==> config.mk <==
export PLATFORM = sky130hd
export DESIGN_NAME = netlist_pattern_sequencer
export DESIGN_NICKNAME = d
export VERILOG_FILES = /design/src/rtl/netlist_seq_pkg.sv /design/src/rtl/netlist_seq_sig.sv /design/src/rtl/netlist_pattern_sequencer.sv
export SDC_FILE = /design/constraint.sdc
export NUM_CORES = 1
export LEC_CHECK = 0
export BUFFER_PORTS_ARGS = -buffer_cell sky130_fd_sc_hd__buf_2
export CORE_AREA = 2 2 53 64
export CTS_BUF_LIST = sky130_fd_sc_hd__clkbuf_4 sky130_fd_sc_hd__clkbuf_8
export CTS_CLUSTER_DIAMETER = 150
export DETAILED_ROUTE_END_ITERATION = 7
export DIE_AREA = 0 0 55 66
export GPL_TIMING_DRIVEN = 0
export HOLD_SLACK_MARGIN = 0.05
export MAX_ROUTING_LAYER = met4
export PLACE_DENSITY = 0.77
export SKIP_LAST_GASP = 1
export SLEW_MARGIN = 25
export SYNTH_ARGS = -nofsm -noshare
export SYNTH_HDL_FRONTEND = slang
export SYNTH_SLANG_ARGS = --single-unit
==> constraint.sdc <==
create_clock -name clk -period 3.35 [get_ports clk]
set_input_delay 0.1675 -clock clk [delete_from_list [all_inputs] [get_ports clk]]
set_output_delay 0.1675 -clock clk [all_outputs]
set_load 0.1 [all_outputs]
==> src/rtl/netlist_seq_pkg.sv <==
// Shared types and constants for the netlist pattern sequencer.
// The MISR tap mask selects bits 15, 13, 12 and 10 as feedback.
package netlist_seq_pkg;

   localparam int SIG_W = 16;

   localparam logic [SIG_W-1:0] MISR_TAPS = 16'hB400;

   typedef enum logic [1:0] {
      IDLE    = 2'd0,
      APPLY   = 2'd1,
      CAPTURE = 2'd2,
      DONE    = 2'd3
   } state_e;

endpackage

==> src/rtl/netlist_seq_sig.sv <==
// Signature accumulator for the pattern sequencer.
// With SEQ_MISR_EN defined it is a 16-bit MISR; otherwise it counts captured ones.
module netlist_seq_sig
   import netlist_seq_pkg::*;
(
   input  logic             clk,
   input  logic             rst,
   input  logic             clr,
   input  logic             en,
   input  logic             bit_in,
   output logic [SIG_W-1:0] sig
);

   logic [SIG_W-1:0] sig_q;
   logic [SIG_W-1:0] sig_d;

   always_comb begin
      sig_d = sig_q;
      if (clr) begin
         sig_d = '0;
      end else if (en) begin
`ifdef SEQ_MISR_EN
         sig_d = {sig_q[SIG_W-2:0], ^(sig_q & MISR_TAPS)} ^ {{(SIG_W-1){1'b0}}, bit_in};
`else
         sig_d = sig_q + {{(SIG_W-1){1'b0}}, bit_in};
`endif
      end
   end

   always_ff @(posedge clk) begin
      if (rst) begin
         sig_q <= '0;
      end else begin
         sig_q <= sig_d;
      end
   end

   assign sig = sig_q;

endmodule

==> src/rtl/netlist_pattern_sequencer.sv <==
// Sweeps every input pattern of a small combinational cluster and compresses its output.
// Signature mode is selected by SEQ_MISR_EN inside netlist_seq_sig.
module netlist_pattern_sequencer
   import netlist_seq_pkg::*;
#(
   parameter int               N_IN   = 5,
   parameter int               SETTLE = 2,
   parameter logic [SIG_W-1:0] GOLDEN = 16'h0000
)(
   input  logic             clk,
   input  logic             rst,
   input  logic             start,
   input  logic             abort,
   output logic [N_IN-1:0]  dut_in,
   input  logic             dut_out,
   output logic             busy,
   output logic             done,
   output logic             pass,
   output logic [SIG_W-1:0] signature,
   output state_e           dbg_state
);

   localparam int              CNT_W     = N_IN + 1;
   localparam logic [CNT_W-1:0] LAST_PAT = CNT_W'((1 << N_IN) - 1);
   localparam logic [CNT_W-1:0] CNT_ONE  = CNT_W'(1);
   localparam logic [3:0]       SETTLE_LD = 4'(SETTLE);

   state_e           state_q, state_d;
   logic [CNT_W-1:0] cnt_q, cnt_d;
   logic [3:0]       settle_q, settle_d;
   logic             ok_q, ok_d;
   logic             sig_clr, sig_en;

   always_ff @(posedge clk) begin
      if (rst) begin
         state_q  <= IDLE;
         cnt_q    <= '0;
         settle_q <= '0;
         ok_q     <= 1'b0;
      end else begin
         state_q  <= state_d;
         cnt_q    <= cnt_d;
         settle_q <= settle_d;
         ok_q     <= ok_d;
      end
   end

   always_comb begin
      state_d = state_q;
      case (state_q)
         IDLE:    if (start) state_d = APPLY;
         APPLY:   if (abort) state_d = DONE;
                  else if (settle_q == 4'd1) state_d = CAPTURE;
         CAPTURE: if (abort || cnt_q == LAST_PAT) state_d = DONE;
                  else state_d = APPLY;
         DONE:    state_d = IDLE;
         default: state_d = IDLE;
      endcase
   end

   // Abort suppresses the capture so an interrupted sweep never reports the last sample.
   always_comb begin
      cnt_d    = cnt_q;
      settle_d = settle_q;
      ok_d     = ok_q;
      sig_clr  = 1'b0;
      sig_en   = 1'b0;
      case (state_q)
         IDLE: if (start) begin
            cnt_d    = '0;
            settle_d = SETTLE_LD;
            ok_d     = 1'b0;
            sig_clr  = 1'b1;
         end
         APPLY: if (!abort) settle_d = settle_q - 4'd1;
         CAPTURE: if (!abort) begin
            sig_en   = 1'b1;
            settle_d = SETTLE_LD;
            if (cnt_q == LAST_PAT) ok_d = 1'b1;
            else                   cnt_d = cnt_q + CNT_ONE;
         end
         default: ;
      endcase
   end

   always_comb begin
      busy      = (state_q == APPLY) || (state_q == CAPTURE);
      done      = (state_q == DONE);
      pass      = ok_q && (signature == GOLDEN);
      dbg_state = state_q;
   end

   assign dut_in = cnt_q[N_IN-1:0];

   netlist_seq_sig u_sig (
      .clk    (clk),
      .rst    (rst),
      .clr    (sig_clr),
      .en     (sig_en),
      .bit_in (dut_out),
      .sig    (signature)
   );

endmodule

==> results.cfg, run 1 <==
[run_status]
outcome = finished, final reports clean

[worst_setup_path]
critPathBufInv = 1
worstPathArrival_ps = 1830
crit_required_ps = 3180
cp_slowest_stage_delay_ps = 460
cp_max_fo = 6
slowest_stage = buf_2
worstSetupEndpointType = output port
cp_top_family = simple AND/OR/NAND/NOR gates
path_cells = nor4b_1 > nand4_1 > nor4_2 > buf_2
path_class = reg2out
startpoint_type = flip-flop

[clocking]
clock_latency_ps = 330
cts_buffer_depth = 2
cts_sinks = 29
cts_max_level = 2
numCtsBuffers = 5
hold_buffers = 0
cts_tree = built
path_clk_slew_ps = 100
root_buffer = clkbuf_4
post_cts_buffers = 0
cts_resized = 0

[logic_synthesis]
synth.avg_cell_area_um2 = 8.66
synth_cell_types = 41
ys_seq_area_frac = 0.364
async_flop_share = 0
synth_top_area_frac = 0.364
synth_most_common_cell = dfxtp_1
synth.area.top_cells = dfxtp_1, ha_1, xor2_1, nor2_1, nand2_1
synth_simple_gate_area_frac = 0.277
synthTopCellsByCount = dfxtp_1, nor2_1, nand2_1
syn_inst = 184
synth_compound_area_frac = 0.147
yosys_warnings = 0
synth_top_family_by_area = simple AND/OR/NAND/NOR gates
synth-main-ff-cell = dfxtp_1
synth_area_um2 = 1590
synth_fa_ha_area_frac = 0.0706
synth_edf_count = 0
muxShareOfSynthArea = 0.0188
yosysTopAreaCell = dfxtp_1
synth_xor_area_frac = 0.0659
ys_ff_latch = 29
syn_nets = 198

[timing]
period_needed_ps = 1990
fmax_mhz = 501
setup_viol = 0
maxSlewViolCount = 0
final_hold_viol_count = 0
fin_worst_skew_ps = 11.5
grt_setup_unrepaired = false
period_share = 0.595
fin_setup_tns_ps = 0
slew_headroom = 0.487
worst_pin_slew_ps = 760

[floorplan]
row_count = 22
fp.dieH_um = 66
io_pins = 31
start_util = 0.526
core_um2 = 3030
dieArea_um2 = 3630
die_w_um = 55

[detailed_routing]
drtIter0Drc = 24
vias_per_cell = 5.55
wl_um = 3320
wl_met1_um = 1520
avgRoutedWirePerCell_um = 12.9
wl_met2_um = 1560
drc = 0
top_layer = met4
vias = 1433
route.met3.wl_um = 159
firstDrtPassIters = 4
ant_nets = 0

[global_routing]
grt_max_degree = 11
grt_first_pass_wirelength_um = 5350
antenna_found_initial = 0
track_usage = 0.211
grt_pass1_vias = 1250
gr-total-overflow = 0

[placed_design]
hpwl_um = 2410
placement.io_buffers = 30
routabilityCongestion = 0.761
placed_cell_area_um2 = 1800

[layout]
final_nets = 235
fin_area_um2 = 1880
drive_gt1_frac = 0.243
n_antenna_cell = 0
syn2layout_area_growth_pct = 18.2

[power_and_ir_drop]
intPower_w = 0.000651
power_frac_comb = 0.316
switching_share = 0.363
leakage_nw = 0.817
p_sw_w = 0.000371
vdd_ir_drop_max_mv = 0.468
seq_power_share = 0.380
p_per_area_nw_per_um2 = 542
power_frac_clock = 0.304

[hold_path]
hp-class = in2reg

[flow_run]
max_cap_viol_count = 0
==> layout by cell type (no fill, tap or decap), types with 3 or more instances in the layout <==
| master | instances |
|---|---|
| nor3_1 | 3 |
| nor4_1 | 4 |
| clkbuf_4 | 6 |
| nand2_1 | 14 |
| nor2_1 | 18 |
| inv_1 | 8 |
| a311oi_1 | 3 |
| ha_1 | 9 |
| nand4_1 | 6 |
| mux2i_1 | 3 |
| buf_4 | 5 |
| o21ai_0 | 8 |
| or3_1 | 5 |
| dfxtp_1 | 29 |
| buf_2 | 33 |
| nand3_1 | 10 |
| and2_1 | 3 |
| xor2_1 | 10 |
| a21oi_1 | 9 |
==> per-stage QoR <==
| stage | hold slack [ps] | worst slack, ps | util | cells | power [W] |
|---|---|---|---|---|---|
| after floorplan | 357 | 326 | - | 184 | 0.000666 |
| after global routing | 168 | 1250 | 0.622 | 258 | 0.00107 |
| after detailed placement | 486 | 1430 | 0.593 | 250 | 0.000719 |
| after global placement | 478 | 1450 | 0.593 | 250 | 0.000712 |
| after CTS | 126 | 1320 | 0.622 | 258 | 0.00103 |
| final | 163 | 1360 | 0.622 | 258 | 0.00102 |
==> power by group through the flow <==
stage / Sequential (W) / Combinational (W) / Clock [W]
6_report: 0.000389 / 0.000323 / 0.000311
5_1_grt: 0.000391 / 0.000351 / 0.000332
4_1_cts: 0.000389 / 0.000324 / 0.000322
3_5_place_dp: 0.000397 / 0.000322 / 0
3_3_place_gp: 0.000396 / 0.000316 / 0
2_1_floorplan: 0.000435 / 0.000231 / 0
==> state kept, by name, indices dropped and copies added (netlist names) <==
name and cells:
u_sig.sig 16, settle_q 4, dbg_state 2, ok_q 1, cnt_q 6
==> layout make-up <==
type | instances | area [um^2]
Inverter | 8 | 30.0
Fill cell | 297 | 1140
Buffer | 10 | 60.1
Clock buffer | 7 | 58.8
Tap cell | 36 | 45.0
Timing Repair Buffer | 30 | 150
Sequential cell | 29 | 581
Multi-Input combinational cell | 137 | 930
Clock inverter | 1 | 30.0
==> tightest hold or removal path: stages <==
cell and delay [ps]:
buf_2 80, inv_1 80, o21ai_0 80, nor3_1 50
==> logic make-up after synthesis <==
family | after synthesis
adder cells (fa/ha/maj) | 9
AND/OR/NAND/NOR | 80
buffers and inverters | 18
AO/OA/AOI/OAI | 33
XOR/XNOR | 12
multiplexers | 3
flip-flops | 29
==> path summary, 6_finish.rpt <==
kind	startpoint	slack (ps)	to	cells after the start
setup / recovery	u_sig.sig[4]	1360	pass	4
hold / removal	rst	160	settle_q[3]	4
setup reg to reg	dbg_state[0]	1420	cnt_q[3]	7
hold reg to reg	ok_q	500	ok_q	2
==> routing by layer <==
layer	global-route usage	vias up
li1	-	732
met1	0.239	657
met2	0.327	35
met3	0.0611	9
met4	0.110	0
met5	-	-
No activity file was read; power rests on OpenSTA's default activity.
==> run 2, diff against run 1 <==
==> constraint.sdc (replaced) <==
create_clock -name clk -period 2.01 [get_ports clk]
set_input_delay 0.1005 -clock clk [delete_from_list [all_inputs] [get_ports clk]]
set_output_delay 0.1005 -clock clk [all_outputs]
set_load 0.1 [all_outputs]
==> results.cfg, run 2 (same netlist as run 1, synthesis figures left out) <==
[worst_setup_path]
startpoint_type = flip-flop
path_class = reg2out
path_cells = nor4_1 > nand4_1 > nor4_4 > buf_6
slowest_stage = dfxtp_4
cp_slowest_stage_delay_ps = 360
worstPathArrival_ps = 1810
cp_max_fo = 4
worstSetupEndpointType = output port
crit_required_ps = 1910

[power_and_ir_drop]
p_per_area_nw_per_um2 = 802
intPower_w = 0.000929
power_w = 0.00155
p_sw_w = 0.000620
switching_share = 0.400
power_frac_comb = 0.351
power_frac_clock = 0.235
leakage_nw = 0.811
vdd_ir_drop_max_mv = 0.686
seq_power_share = 0.414

[timing]
period_share = 0.948
final_hold_viol_count = 0
fin_setup_tns_ps = 0
setup_ws_ps = 104
maxSlewViolCount = 0
setup_viol = 0
fmax_mhz = 525
slew_headroom = 0.467
worst_pin_slew_ps = 789
period_needed_ps = 1910
grt_setup_unrepaired = true
fin_worst_skew_ps = 7.97

[placed_design]
placement.io_buffers = 30
post-place-ws_ps = 163
routabilityCongestion = 0.878
hpwl_um = 2550
place_inst = 250

[layout]
post-route-util = 0.638
mostFrequentLayoutCell = buf_2
instances_no_fill = 258
fillers = 269
largest_register_ff_count = 16
syn2layout_area_growth_pct = 21.2
layout_common_cells = buf_2, nor2_1, nand2_1, dfxtp_1, dfxtp_4
drive_gt1_frac = 0.324
final_nets = 235
n_antenna_cell = 0

[global_routing]
grt_first_pass_wirelength_um = 5630
track_usage = 0.219
antenna_found_initial = 0
grt_pass1_vias = 1342
grt_max_degree = 11
gr-total-overflow = 0

[clocking]
root_buffer = clkbuf_4
clock_latency_ps = 320
cts_sinks = 29
cts_max_level = 2
cts_tree = built
cts_buffer_depth = 2
numCtsBuffers = 5
post_cts_buffers = 0
path_clk_slew_ps = 90

[flow_run]
max_cap_viol_count = 0

[detailed_routing]
vias = 1509
firstDrtPassIters = 4
ant_nets = 0
drc = 0
drtIter0Drc = 28
avgRoutedWirePerCell_um = 13.4
vias_per_cell = 5.85
wl_um = 3470

[floorplan]
io_pins = 31
row_count = 22
die_w_um = 55
dieArea_um2 = 3630
fp.dieH_um = 66
start_util = 0.526
core_um2 = 3030

[hold_path]
hp-class = in2reg

[run_status]
outcome = finished, final reports clean
run 2: metrics by stage:
step           hold slack, ps  instance area [um^2]
2_1_floorplan             290                  1670
3_3_place_gp              439                  1860
3_5_place_dp              444                  1860
4_1_cts                  79.0                  1920
5_1_grt                   144                  1930
6_report                  103                  1930
run 2: power groups by stage:
stage          combinational (W)  sequential, W  clock (W)
2_1_floorplan           0.000385       0.000718          0
3_5_place_dp            0.000539       0.000654          0
4_1_cts                 0.000543       0.000640   0.000379
5_1_grt                 0.000589       0.000646   0.000392
6_report                0.000543       0.000641   0.000365
3_3_place_gp            0.000530       0.000651          0
run 2: final timing paths:
check	start	to	slack, ps	cells after the start
setup / recovery	u_sig.sig[0]	pass	100	4
hold / removal	rst	settle_q[3]	100	4
setup reg to reg	dbg_state[0]	cnt_q[3]	120	6
hold reg to reg	ok_q	ok_q	480	2
run 2: repair_timing:
action	4_1_cts	5_1_grt
endpoints found under the hold margin	0	0
cloned	0	0
gates resized for setup	1	3
endpoints found under the setup margin	1	4
hold buffers	0	0
run 2: layout make-up:
| class | count | area (um^2) | area share |
|---|---|---|---|
| multi-input cells | 137 | 955 | 0.494 |
| flip-flops and latches | 29 | 629 | 0.326 |
| repair buffers | 30 | 156 | 0.0810 |
| plain buffers | 10 | 60.1 | 0.0311 |
| clock buffers | 7 | 52.6 | 0.0272 |
| well taps | 36 | 45.0 | 0.0233 |
| inverters | 8 | 30.0 | 0.0155 |
| clock inverters | 1 | 3.75 | 0.00194 |
run 2: routing by layer:
layer  up-vias  GRT usage  share of wire
li1        739          -              -
met1       718      0.221           0.42
met2        43      0.374           0.52
met3         9     0.0633          0.044
met4         0      0.107          0.018
met5         -          -              0
run 2: critical path: cells and delay by family (launching register included):
kind / cells / cell delay, ps
simple gates: 3 / 860
flops: 1 / 360
buf+inv: 1 / 260
